### src/rtl/i2c_pkg.sv
// Shared types and constants for the I2C target register file.
package i2c_pkg;

    typedef enum logic [3:0] {
        ST_IDLE,
        ST_ADDR,
        ST_ADDR_ACK,
        ST_PTR,
        ST_PTR_ACK,
        ST_WDATA,
        ST_WDATA_ACK,
        ST_RDATA,
        ST_RDATA_ACK,
        ST_IGNORE
    } i2c_tgt_state_t;

    localparam logic       ACK_BIT             = 1'b0;
    localparam logic       NACK_BIT            = 1'b1;
    localparam logic [6:0] DEFAULT_TARGET_ADDR = 7'h2A;

endpackage

### src/rtl/i2c_target_regfile_if.sv
// Open-drain I2C bus as seen by one target: line levels in, SDA pull-down enable out.
interface i2c_target_regfile_if;
    logic scl;
    logic sda_in;
    logic sda_oe;

    modport slave  (input  scl, input  sda_in, output sda_oe);
    modport master (output scl, output sda_in, input  sda_oe);
endinterface

### src/rtl/i2c_line_sync.sv
// Synchronizes SCL/SDA into clk and derives SCL edges plus START/STOP conditions.
module i2c_line_sync #(
    parameter int SYNC_STAGES = 2
) (
    input  logic clk,
    input  logic rst,
    input  logic scl_i,
    input  logic sda_i,
    output logic sda_o,
    output logic scl_rise_o,
    output logic scl_fall_o,
    output logic start_det_o,
    output logic stop_det_o
);

    logic [SYNC_STAGES-1:0] scl_sync_q;
    logic [SYNC_STAGES-1:0] sda_sync_q;
    logic                   scl_prev_q;
    logic                   sda_prev_q;
    logic                   scl_s;
    logic                   sda_s;

    // Idle bus is high on both lines, so reset to 1 to avoid phantom edges.
    always_ff @(posedge clk or posedge rst) begin
        if (rst) begin
            scl_sync_q <= '1;
            sda_sync_q <= '1;
            scl_prev_q <= 1'b1;
            sda_prev_q <= 1'b1;
        end else begin
            scl_sync_q <= {scl_sync_q[SYNC_STAGES-2:0], scl_i};
            sda_sync_q <= {sda_sync_q[SYNC_STAGES-2:0], sda_i};
            scl_prev_q <= scl_s;
            sda_prev_q <= sda_s;
        end
    end

    assign scl_s       = scl_sync_q[SYNC_STAGES-1];
    assign sda_s       = sda_sync_q[SYNC_STAGES-1];
    assign sda_o       = sda_s;
    assign scl_rise_o  = scl_s & ~scl_prev_q;
    assign scl_fall_o  = ~scl_s & scl_prev_q;
    assign start_det_o = scl_s & scl_prev_q & sda_prev_q & ~sda_s;
    assign stop_det_o  = scl_s & scl_prev_q & ~sda_prev_q & sda_s;

endmodule

### src/rtl/i2c_target_regfile.sv
// I2C target with an NREGS x 8 register bank, auto-incrementing pointer and fabric side ports.
module i2c_target_regfile
    import i2c_pkg::*;
#(
    parameter logic [6:0] TARGET_ADDR = DEFAULT_TARGET_ADDR,
    parameter int         NREGS       = 16,
    parameter int         SYNC_STAGES = 2,
    localparam int        IW          = $clog2(NREGS)
) (
    input  logic                  clk,
    input  logic                  rst,
    i2c_target_regfile_if.slave   bus,
    input  logic [IW-1:0]         rd_index_i,
    output logic [7:0]            rd_data_o,
    output logic                  wr_strobe_o,
    output logic [IW-1:0]         wr_index_o,
    output logic [7:0]            wr_data_o,
    output logic                  busy_o
);

    logic sda_s, scl_rise, scl_fall, start_det, stop_det;

    i2c_line_sync #(.SYNC_STAGES(SYNC_STAGES)) u_sync (
        .clk         (clk),
        .rst         (rst),
        .scl_i       (bus.scl),
        .sda_i       (bus.sda_in),
        .sda_o       (sda_s),
        .scl_rise_o  (scl_rise),
        .scl_fall_o  (scl_fall),
        .start_det_o (start_det),
        .stop_det_o  (stop_det)
    );

    i2c_tgt_state_t state_q;
    logic [3:0]     cnt_q;
    logic [7:0]     shift_q;
    logic [IW-1:0]  ptr_q;
    logic           ack_on_q;
    logic           rw_q;
    logic           sda_oe_q;
    logic           busy_q;
    logic           wr_strobe_q;
    logic [IW-1:0]  wr_index_q;
    logic [7:0]     wr_data_q;
    logic [7:0]     regs_q [NREGS];
    logic [NREGS-1:0] wr_sel;
    logic [7:0]     rx_byte;
    logic [7:0]     cur_reg;

    assign rx_byte = {shift_q[6:0], sda_s};
    assign cur_reg = regs_q[ptr_q];

    // Bank commits at the end of the strobe cycle, so a same-cycle fabric read sees the old value.
    for (genvar gi = 0; gi < NREGS; gi++) begin : g_wsel
        assign wr_sel[gi] = wr_strobe_q && (wr_index_q == IW'(gi));
    end

    always_ff @(posedge clk or posedge rst) begin
        if (rst) begin
            for (int i = 0; i < NREGS; i++) regs_q[i] <= '0;
        end else begin
            for (int i = 0; i < NREGS; i++) begin
                if (wr_sel[i]) regs_q[i] <= wr_data_q;
            end
        end
    end

    always_ff @(posedge clk or posedge rst) begin
        if (rst) begin
            state_q     <= ST_IDLE;
            cnt_q       <= '0;
            shift_q     <= '0;
            ptr_q       <= '0;
            ack_on_q    <= 1'b0;
            rw_q        <= 1'b0;
            sda_oe_q    <= 1'b0;
            busy_q      <= 1'b0;
            wr_strobe_q <= 1'b0;
            wr_index_q  <= '0;
            wr_data_q   <= '0;
        end else begin
            wr_strobe_q <= 1'b0;
            if (start_det) begin
                state_q  <= ST_ADDR;
                cnt_q    <= '0;
                ack_on_q <= 1'b0;
                sda_oe_q <= 1'b0;
                busy_q   <= 1'b0;
            end else if (stop_det) begin
                state_q  <= ST_IDLE;
                cnt_q    <= '0;
                ack_on_q <= 1'b0;
                sda_oe_q <= 1'b0;
                busy_q   <= 1'b0;
            end else begin
                unique case (state_q)
                    ST_ADDR: if (scl_rise) begin
                        shift_q <= rx_byte;
                        cnt_q   <= cnt_q + 4'd1;
                        if (cnt_q == 4'd7) begin
                            cnt_q <= '0;
                            if (rx_byte[7:1] == TARGET_ADDR) begin
                                state_q <= ST_ADDR_ACK;
                                rw_q    <= rx_byte[0];
                                busy_q  <= 1'b1;
                            end else begin
                                state_q <= ST_IGNORE;
                            end
                        end
                    end
                    // ACK slot: first SCL fall starts the pull-down, second fall ends it.
                    ST_ADDR_ACK, ST_PTR_ACK, ST_WDATA_ACK: if (scl_fall) begin
                        if (!ack_on_q) begin
                            ack_on_q <= 1'b1;
                            sda_oe_q <= ~ACK_BIT;
                        end else begin
                            ack_on_q <= 1'b0;
                            cnt_q    <= '0;
                            sda_oe_q <= 1'b0;
                            if (state_q == ST_ADDR_ACK && rw_q) begin
                                state_q  <= ST_RDATA;
                                shift_q  <= cur_reg;
                                sda_oe_q <= ~cur_reg[7];
                            end else if (state_q == ST_ADDR_ACK) begin
                                state_q <= ST_PTR;
                            end else begin
                                state_q <= ST_WDATA;
                            end
                        end
                    end
                    ST_PTR: if (scl_rise) begin
                        shift_q <= rx_byte;
                        cnt_q   <= cnt_q + 4'd1;
                        if (cnt_q == 4'd7) begin
                            cnt_q   <= '0;
                            ptr_q   <= rx_byte[IW-1:0];
                            state_q <= ST_PTR_ACK;
                        end
                    end
                    ST_WDATA: if (scl_rise) begin
                        shift_q <= rx_byte;
                        cnt_q   <= cnt_q + 4'd1;
                        if (cnt_q == 4'd7) begin
                            cnt_q       <= '0;
                            wr_strobe_q <= 1'b1;
                            wr_index_q  <= ptr_q;
                            wr_data_q   <= rx_byte;
                            ptr_q       <= ptr_q + IW'(1);
                            state_q     <= ST_WDATA_ACK;
                        end
                    end
                    // cnt_q counts rising edges; the fall after the 8th hands SDA back.
                    ST_RDATA: if (scl_rise) begin
                        cnt_q <= cnt_q + 4'd1;
                        if (cnt_q == 4'd7) ptr_q <= ptr_q + IW'(1);
                    end else if (scl_fall) begin
                        if (cnt_q == 4'd8) begin
                            cnt_q    <= '0;
                            sda_oe_q <= 1'b0;
                            state_q  <= ST_RDATA_ACK;
                        end else begin
                            shift_q  <= {shift_q[6:0], 1'b0};
                            sda_oe_q <= ~shift_q[6];
                        end
                    end
                    ST_RDATA_ACK: if (scl_rise) begin
                        if (sda_s == NACK_BIT) begin
                            state_q <= ST_IGNORE;
                            busy_q  <= 1'b0;
                        end
                    end else if (scl_fall) begin
                        state_q  <= ST_RDATA;
                        cnt_q    <= '0;
                        shift_q  <= cur_reg;
                        sda_oe_q <= ~cur_reg[7];
                    end
                    ST_IGNORE: sda_oe_q <= 1'b0;
                    default: ;
                endcase
            end
        end
    end

    assign bus.sda_oe  = sda_oe_q;
    assign busy_o      = busy_q;
    assign wr_strobe_o = wr_strobe_q;
    assign wr_index_o  = wr_index_q;
    assign wr_data_o   = wr_data_q;
    assign rd_data_o   = regs_q[rd_index_i];

endmodule

### src/flat_wrapper.sv
// flat-port wrapper written by rule: the top's interface ports become plain ports
module i2c_target_regfile_flat import i2c_pkg::*;
#(
    parameter logic [6:0] TARGET_ADDR = DEFAULT_TARGET_ADDR,
    parameter int         NREGS       = 16,
    parameter int         SYNC_STAGES = 2,
    localparam int        IW          = $clog2(NREGS)
)
  (clk, rst, rd_index_i, rd_data_o, wr_strobe_o, wr_index_o, wr_data_o, busy_o, bus_scl, bus_sda_in, bus_sda_oe);
  i2c_target_regfile_if bus_i ();
  input  logic clk;
  input  logic rst;
  input  logic [IW-1:0] rd_index_i;
  output logic [7:0] rd_data_o;
  output logic wr_strobe_o;
  output logic [IW-1:0] wr_index_o;
  output logic [7:0] wr_data_o;
  output logic busy_o;
  input wire logic [$bits(bus_i.scl)-1:0] bus_scl;
  input wire logic [$bits(bus_i.sda_in)-1:0] bus_sda_in;
  output wire logic [$bits(bus_i.sda_oe)-1:0] bus_sda_oe;
  assign bus_i.scl = bus_scl;
  assign bus_i.sda_in = bus_sda_in;
  assign bus_sda_oe = bus_i.sda_oe;
  i2c_target_regfile #(.TARGET_ADDR(TARGET_ADDR), .NREGS(NREGS), .SYNC_STAGES(SYNC_STAGES)) u_core (.clk(clk), .rst(rst), .bus(bus_i), .rd_index_i(rd_index_i), .rd_data_o(rd_data_o), .wr_strobe_o(wr_strobe_o), .wr_index_o(wr_index_o), .wr_data_o(wr_data_o), .busy_o(busy_o));
endmodule
### config.mk
export PLATFORM = sky130hd
export DESIGN_NAME = i2c_target_regfile_flat
export DESIGN_NICKNAME = d
export VERILOG_FILES = /design/src/rtl/i2c_pkg.sv /design/src/rtl/i2c_target_regfile_if.sv /design/src/rtl/i2c_line_sync.sv /design/src/rtl/i2c_target_regfile.sv /design/src/flat_wrapper.sv
export SDC_FILE = /design/constraint.sdc
export NUM_CORES = 1
export LEC_CHECK = 0
export ABC_AREA = 1
export CAP_MARGIN = 10
export CORE_MARGIN = 2
export CORE_UTILIZATION = 64
export CTS_BUF_LIST = sky130_fd_sc_hd__clkbuf_8
export CTS_CLUSTER_SIZE = 14
export DETAILED_ROUTE_END_ITERATION = 10
export PLACE_DENSITY = 0.83
export SETUP_SLACK_MARGIN = 0.05
export SLEW_MARGIN = 20
export SYNTH_ARGS = -nofsm -noshare
export SYNTH_HDL_FRONTEND = slang
export SYNTH_SLANG_ARGS = --single-unit
### constraint.sdc
create_clock -name clk -period 7.9 [get_ports clk]
set_input_delay 1.58 -clock clk [delete_from_list [all_inputs] [get_ports clk]]
set_output_delay 1.58 -clock clk [all_outputs]
set_load 0.1 [all_outputs]
* Yosys cells after proc, flatten, opt, wreduce, memory -nomap -nowiden
Index checks and enable logic that the tools add are counted.
** Word-level totals
- Bits in registers :: 170
- Output and inout port bits :: 23
- Input bits :: 8
** Cells by class
- $add $sub $neg :: 2
- Reduce and logical (&&, ||, !) cells :: 38
- Mux-type cells :: 82
- Order comparisons :: 2
- Equality and inequality tests :: 61
- Bitwise operators :: 17
** Operator list (count)
- 4-bit two-way mux :: 33
- 8-bit binary-select mux with 4-bit select :: 2
- 7-bit two-way mux :: 9
- 4-bit by 1-bit inequality test with 1-bit output, second input constant :: 14
- 4-bit equality test, second input constant :: 11
- 4-bit by 3-bit equality test with 1-bit output, second input constant :: 9
- 8-bit two-way mux :: 4
- 7-bit case mux with 4 select lines :: 1
- 1-bit two-way mux :: 27
- 4-bit case mux with 6 select lines :: 1
- 2-bit by 1-bit inequality test with 1-bit output, second input constant :: 10
- 6-bit AND reduction :: 3
- 1-bit logical AND :: 17
- 4-bit by 2-bit equality test with 1-bit output, second input constant :: 4
- 4-bit case mux with 4 select lines :: 1
- 5-bit by 1-bit inequality test with 1-bit output, second input constant :: 3
- 14-bit AND reduction :: 1
- 12-bit AND reduction :: 1
- 6-bit nonzero test :: 2
- 5-bit >= comparator, second input constant :: 2
- 4-bit NOT with 5-bit output :: 2
- 4-bit by 1-bit adder with 4-bit output, second input constant :: 2
- 4-bit by 1-bit equality test with 1-bit output, second input constant :: 2
- 4-bit inequality test, second input constant :: 2
- other kinds (21) :: 39

* Longest topological paths before layout
Gate-level depths: netlist (run 1).
- Depth after elaboration :: 11
- Mapped depth :: 13
- Gate-level depth less buffers :: 13

* By module
Synthesis (run 1) repeated with hierarchy kept, for this count alone.
** Second synthesis, totals
- Cell total of the unflattened synthesis :: 1273
- Area total of the unflattened synthesis :: 9369.0 µm²
** Modules (own cells, without submodules)
- i2c_target_regfile :: instances 1, area an instance 9166.3 µm², cells each 1255
- i2c_line_sync :: instances 1, area an instance 202.7 µm², cells each 18

* Worst setup path after synthesis (run 1)
Ideal clock, no wire load.
- Kind :: input-to-output
- Start :: input rd_index_i[0]
- End :: output rd_data_o[6]
- Path slack :: 1.978 ns
- Arrival time :: 4.342 ns
- Stages on the path :: 6
- Data required time :: 6.320 ns
- Path through :: clkbuf_1 buf_2 o21ai_0 o21ai_0 o22ai_1 o21ai_0
** Between the ends
- Longest elaborated chain between the ends :: 4
** Ends and longest elaborated chain
- start: declaration :: RTL line flat_wrapper.sv:13 : input logic [IW-1:0] rd_index_i;
- 4-bit NOT with 5-bit output (implied by the code) :: RTL line i2c_target_regfile.sv:190 : assign rd_data_o = regs_q[rd_index_i];
- 8-bit binary-select mux with 4-bit select :: RTL line i2c_target_regfile.sv:190
- 8-bit two-way mux (implied by the code) (2 in a row) :: RTL line i2c_target_regfile.sv:190
- end: declaration :: RTL line flat_wrapper.sv:14 : output logic [7:0] rd_data_o;
No other way between the ends. The select of a mux whose other input is x is not followed.

* Worst setup path in the final report (run 1)
- Start :: input rd_index_i[2]
- End :: output rd_data_o[6]
Same word-level chain as after synthesis.

==> impl_results.md, run 1 <==
- Max clock buf depth: 2
- CTS tree: done
- R2R setup slack: between 4000 and 5000 ps
- Number of H-tree levels: 4
- Sequential fraction of the synthesis area: a little under half
- Leakage: ~4.4 nW
- Crit Path Max Fanout: 18
- Most frequent cells in the layout: nand2_1, o21ai_0, dfrtp_1, inv_1, nand3_1
- CTS Buf Count: 17
- GRT Total Usage: between 30% and 40%
- Num ports: 31
- Hold_ws: 360.5 ps
- HP Start: u_core.u_sync.scl_sync_q[0]$_DFF_PP1_
- 1st-iter DRT viols: around 1500
- Tightest Pin Transition: around 1100 ps
- Maximum clock rate: 155.0 MHz
- Via count: between 9000 and 10000
- Tightest Hold Check Type: flop to flop
- Synthesized flop and latch total: between 150 and 200
- CTS resizes: 0
- Cts hold-fix bufs: 0
- Worst vdd rail ir drop: 0.0001698 V
- Unrepaired setup endpoints after global routing: false
- Core Area: 14420 µm²
- DRC viols: 0
- Die X: roughly 120 µm
- Vias in the first global route: 7838
- Root Buffer: clkbuf_8
- Synthesis warning total: 0
- Die area: between 15000 and 20000 µm²
- Area grow syn2layout: 6.656%
- Power per cell area: 197.5 nW/µm²
- Clk sinks: 170
- Final wirelength: roughly 28000 µm
- Hold EP: u_core.u_sync.scl_sync_q[1]$_DFF_PP1_
- Post-route clock period utilization: about four fifths
- Layout net count: 1269
- First drt pass iteration count: 8
- Most common cell after layout, fill and taps aside: nand2_1
- Vias per cell: 6.244
- CP Capture Type: output port
- Post-CTS Setup Repair Bufs: 0
- Diode count: 0
- FF-to-FF Start: u_core.ptr_q[1]$_DFFE_PP0P_
- DR WL/cell: about 19 µm
- Post-synth design cell area: around 9300 µm²
- Initial antenna violation count: 1
- Final setup fails: 0
- Final ANT Viol Nets: 0
- Synth unique cells: 35
- GP Congestion: about 0.95
- Worst Path Required: roughly 6300 ps
- Hpwl dp: 18540 µm
- Post-Syn Area per Cell: 7.316 µm²
- Clock Pin Slew Worst Setup and Hold Paths: 90 ps
- Max transition margin: between 20 and 30%
- Setup Skew: between 10 and 15 ps
- GRT Residual Overflow: 0
- WHS Path Cells: 0
- Pin count of the biggest net entering global routing: 99
- Cell count after synthesis: 1277
- Commonest register cell after synthesis: dfrtp_1
- Hold Violations, Final: 0
- Max Cap Violations: 0
- Clock latency on the worst-skew pair: about 480 ps
- Critical Path AT: a little under 5000 ps
- WS Path Type: input pin to output port
- Slew Viols, Final: 0
- CP startpoint kind: input pin
- Mapped Nets: around 1300
- Ratio of cells with drive above 1 in the final layout: around 6.4%
- Asr flop ratio synth: 100.0%
- # port buffers: 30
- Placement Rows: 44
- Initial Util: roughly two thirds
- Worst R2R End: u_core.shift_q[4]$_DFFE_PP0P_
- First-pass GRT wire length: about 44000 µm
- EDFF count, synth: 0
- Period minus WS final: about 6500 ps
- R2R depth: 9
- Die height: 124.8 µm
- Setup TNS: 0 ps
- Status: finished, final reports clean
[logic make-up (layout without fill, tap and decap cells)]
family,after synthesis,in the layout,synth area share [%]
and+or+nand+nor,585,585,26.50
AOI/OAI and AO/OA,343,343,19.93
buffers and inverters,174,168,7.366
DFF,170,170,45.61
adders and majority gates,3,3,0.4018
xor gates and xnor gates,2,2,0.1875
[worst max-delay path by stage]
stage	from	endpoint	slack (ps)	depth (start not counted)
4_1_cts	rd_index_i[2]	rd_data_o[6]	1570	6
5_1_grt	rd_index_i[2]	rd_data_o[6]	1370	6
3_5_place_dp	rd_index_i[2]	rd_data_o[6]	1580	6
6_report	rd_index_i[2]	rd_data_o[6]	1450	6
2_1_floorplan	rst	u_core.ack_on_q$_DFFE_PP0P_	1730	1
3_3_place_gp	rd_index_i[2]	rd_data_o[6]	1660	6
[through the flow]
| stage | instance area [µm²] | setup slack (ps) | total power, W | util (%) | instances |
|---|---|---|---|---|---|
| 4_1_cts | 9962 | 1566 | 0.001967 | 69.07 | 1455 |
| 5_1_grt | 9965 | 1374 | 0.002061 | 69.08 | 1455 |
| 3_3_place_gp | 9597 | 1660 | 0.001386 | 66.53 | 1423 |
| 6_report | 9965 | 1448 | 0.001968 | 69.08 | 1455 |
| 3_5_place_dp | 9597 | 1578 | 0.001392 | 66.53 | 1423 |
| 2_1_floorplan | 9343 | 1726 | 0.001292 | - | 1277 |
[where the power goes]
group | internal [W] | total [W] | switching [W]
combinational | 0.000128 | 0.000452 | 0.000325
clock | 0.000249 | 0.000587 | 0.000338
sequential | 0.000895 | 0.000929 | 0.0000340
[flip-flops by register name, indices dropped and copies added, names as in the netlist, 2 cells and up]
name,count
u_core.state_q,4
u_core.shift_q,7
u_core.wr_data_o,8
u_core.u_sync.scl_sync_q,2
u_core.cnt_q,4
u_core.regs_q,128
u_core.wr_index_o,4
u_core.u_sync.sda_sync_q,2
u_core.ptr_q,4
[cell usage after synthesis, types with 2 or more instances]
master,n,area (µm²)
dfrtp_1,164,4104
inv_1,90,337.8
nand4_1,3,18.77
nand2_2,7,43.79
clkbuf_1,50,187.7
o21ai_0,222,1111
dfstp_2,6,157.7
nand2_4,2,22.52
nand2_1,377,1415
nand3_1,91,455.4
ha_1,3,37.54
nor2_1,81,304.0
clkinv_1,3,11.26
buf_2,20,100.1
o21ai_1,5,25.02
nor2_2,4,25.02
o22ai_1,5,31.28
inv_2,8,30.03
a21oi_1,59,295.3
nor3_1,4,20.02
nor2_4,6,67.56
o211ai_1,42,315.3
nand3_2,6,60.06
o221ai_1,8,70.07
[per-layer routing]
| layer | part of all wire (%) | up-vias | track usage, % |
|---|---|---|---|
| met2 | 41 | 651 | 49.95 |
| met4 | 2.8 | 0 | 10.85 |
| met1 | 41 | 4170 | 55.38 |
| met3 | 14 | 75 | 12.03 |
| li1 | - | 4189 | - |
| met5 | 0 | - | 0 |
[final cells by class]
cell class | instances | area [µm²]
clock buffer | 17 | 234.0
clock inverter | 15 | 131.4
fill | 1227 | 4459
inverter | 102 | 390.4
multi-input combinational | 933 | 4395
sequential | 170 | 4263
tap | 184 | 230.2
timing repair buffer | 34 | 320.3
[worst max-delay path: stages]
cell and delay, ps:
clkdlybuf4s50_1 900, clkinv_1 620, o21ai_0 240, o22ai_1 100, o21ai_0 230, clkdlybuf4s50_1 1180
No activity file was read; power rests on OpenSTA's default activity.
==> run 2: changes to the inputs <==
CORE_UTILIZATION = 58   (was 64)
PLACE_DENSITY = 0.79   (was 0.83)
clock period = 5.2 ns   (was 7.9 ns; I/O delays follow)
==> run 2 against run 1 <==
Net effect: critical endpoint unchanged; critical path type unchanged; first-iteration DRC count up 7.6%; highest routed layer unchanged; worst hold slack worse by 1.9 ps; worst setup slack lost 340 ps; critical path depth increased by 1; flip-flop and latch count stayed put; design area increased by 1.3%.
==> impl_results.md, run 2 (synthesis results as in run 1) <==
- Die height: 130.9 µm
- Clock latency on the worst-skew pair: ~480 ps
- Period minus WS final: between 4000 and 5000 ps
- Most flop-heavy register: u_core.regs_q
- WP depth: 7
- Placement Rows: 46
- CP Capture Type: output port
- Setup TNS: 0 ps
- Max transition margin: a little over a third
- Vias in the first global route: 7757
- Diode count: 0
- GRT Residual Overflow: 0
- Clk sinks: 170
- DR WL/cell: around 19 µm
- Layout Cells excl Fill: 1492
- Pin count of the biggest net entering global routing: 150
- Fill cell count: about 1400
- Dpl cells: around 1500
- Internal power: about 0.0020 W
- Leakage: around 4.4 nW
- Comb pwr share: 22.1%
- First-pass GRT wire length: approximately 44000 µm
- Hold Violations, Final: 0
- Seq pwr share: 45.8%
- Crit-path cells: clkdlybuf4s50_1, buf_4, clkinv_1, o21ai_0, o22ai_1, o21ai_0, buf_4
- Num ports: 31
- FF-to-FF Start: u_core.ptr_q[0]$_DFFE_PP0P_
- Die area: between 15000 and 20000 µm²
- Layout net count: about 1300
- DRC viols: 0
- Maximum clock rate: 244.2 MHz
- Most frequent cells in the layout: nand2_1, o21ai_0, dfrtp_1, inv_1, nand3_1
- Final ANT Viol Nets: 0
- Final wirelength: around 28000 µm
- Ratio of cells with drive above 1 in the final layout: 7.524%
- Critical Path End: rd_data_o[6]
- R2R depth: 11
- First drt pass iteration count: 6
- GP Congestion: about 0.96
- Core Area: 15830 µm²
- Post-route clock period utilization: roughly four fifths
- WS Path Type: input pin to output port
- Worst Path Required: between 4000 and 5000 ps
- Area grow syn2layout: 8.008%
- Cts hold-fix bufs: 0
- Crit path max-delay cell type: clkinv_1
- Die X: approximately 130 µm
- Worst Path Buf+Inv: 4
- Post-CTS Setup Repair Bufs: 0
- Worst Setup SP: rd_index_i[2]
- R2R setup slack: 2560 ps
- 1st-iter DRT viols: 1640
- Number of H-tree levels: 4
- Tightest Pin Transition: 971.0 ps
- Slowest stage delay, CP: 480 ps
- Clock Pin Slew Worst Setup and Hold Paths: approximately 80 ps
- CTS Buf Count: 17
- Crit Path Max Fanout: 18
- Initial Util: ~59%
- Hpwl dp: about 18000 µm
- Final setup fails: 0
- CTS resizes: 0
- Root Buffer: clkbuf_8
- Initial antenna violation count: 0
- Vias per cell: roughly 6
- Via count: 8880
- Slew Viols, Final: 0
- Tightest Hold Check Type: flop to flop
- Setup Skew: ~8.9 ps
- Max clock buf depth: 2
- Worst R2R End: u_core.shift_q[4]$_DFFE_PP0P_
- Share of power burned in the clock network: around a third
- Status: finished, final reports clean
- Critical Path AT: 3060 ps
- GRT Total Usage: roughly 34%
- # port buffers: 30
- Max Cap Violations: 0
- Most common cell after layout, fill and taps aside: nand2_1
- Unrepaired setup endpoints after global routing: false
- Sw Ratio: roughly a third
- Sw power: 0.001034 W
- Power per cell area: around 300 nW/µm²
- Max reg flops: ~130
- Worst vdd rail ir drop: 0.0001671 V
- CTS tree: done
- CP startpoint kind: input pin
- Crit path max-delay family: buffers and inverters
-- run 2: changes by cell type in the layout (fill, tap and decap cells not counted), sizes merged --
cell,delta
clkbuf,+2
bufinv,+2
buf,+14
inv,-5
clkinvlp,-1
clkdlybuf4s50,-8
clkinv,+1
-- run 2: final cells by class --
class                           count  area [µm²]  share of cell area, %
Multi-Input combinational cell    933        4398                  43.58
Sequential cell                   170        4263                  42.24
Inverter                          102       389.1                  3.856
Timing Repair Buffer               40       357.8                  3.546
Tap cell                          216       270.3                  2.678
Clock buffer                       19       261.5                  2.591
Clock inverter                     12       151.4                  1.500
-- run 2: worst min-delay path by stage --
stage / start / to / slack (ps) / depth (start not counted)
after floorplan: u_core.u_sync.scl_sync_q[0]$_DFF_PP1_ / u_core.u_sync.scl_sync_q[1]$_DFF_PP1_ / 350 / 0
after global placement: u_core.u_sync.sda_sync_q[0]$_DFF_PP1_ / u_core.u_sync.sda_sync_q[1]$_DFF_PP1_ / 350 / 0
after detailed placement: u_core.u_sync.sda_sync_q[0]$_DFF_PP1_ / u_core.u_sync.sda_sync_q[1]$_DFF_PP1_ / 350 / 0
after CTS: u_core.u_sync.sda_sync_q[0]$_DFF_PP1_ / u_core.u_sync.sda_sync_q[1]$_DFF_PP1_ / 360 / 0
after global routing: u_core.u_sync.scl_sync_q[0]$_DFF_PP1_ / u_core.u_sync.scl_sync_q[1]$_DFF_PP1_ / 360 / 0
final: u_core.u_sync.sda_sync_q[0]$_DFF_PP1_ / u_core.u_sync.sda_sync_q[1]$_DFF_PP1_ / 360 / 0
-- run 2: per-layer routing --
layer  wire length [µm]  share of wire (%)  track usage (%)  up-vias
met2              11300                 41            45.71      550
met3               3515                 13            9.365       70
li1                   -                  -                -     4197
met5                  0                  0                0        -
met1              11940                 43            51.92     4063
met4                863                3.1            12.08        0
-- run 2: through the flow --
stage / power [W] / instance area (µm²) / util (%) / hold WS [ps] / setup WS, ps
3_3_place_gp: 0.002099 / 9673 / 61.11 / 346.8 / 1172
4_1_cts: 0.003087 / 10090 / 63.74 / 359.5 / 1155
3_5_place_dp: 0.002110 / 9676 / 61.13 / 346.8 / 1163
6_report: 0.003082 / 10090 / 63.75 / 358.6 / 1104
2_1_floorplan: 0.001964 / 9346 / - / 345.2 / 357.9
5_1_grt: 0.003229 / 10090 / 63.75 / 365.0 / 959.1
-- run 2: power by group through the flow --
stage	Clock, W	Combinational [W]	Sequential [W]
5_1_grt	0.00106	0.000753	0.00142
3_3_place_gp	0	0.000664	0.00143
2_1_floorplan	0	0.000513	0.00145
4_1_cts	0.00100	0.000678	0.00141
6_report	0.000991	0.000680	0.00141
3_5_place_dp	0	0.000675	0.00144
-- run 2: worst reg2reg max path: stages (launching register included) --
cell	delay [ps]
dfrtp_2	370
buf_4	440
buf_4	490
nand2_1	120
o211ai_1	120
nand2_1	70
o21ai_0	470
nand2_1	210
nand2_1	110
nand2_1	50
nand2_1	50
nand2_1	40
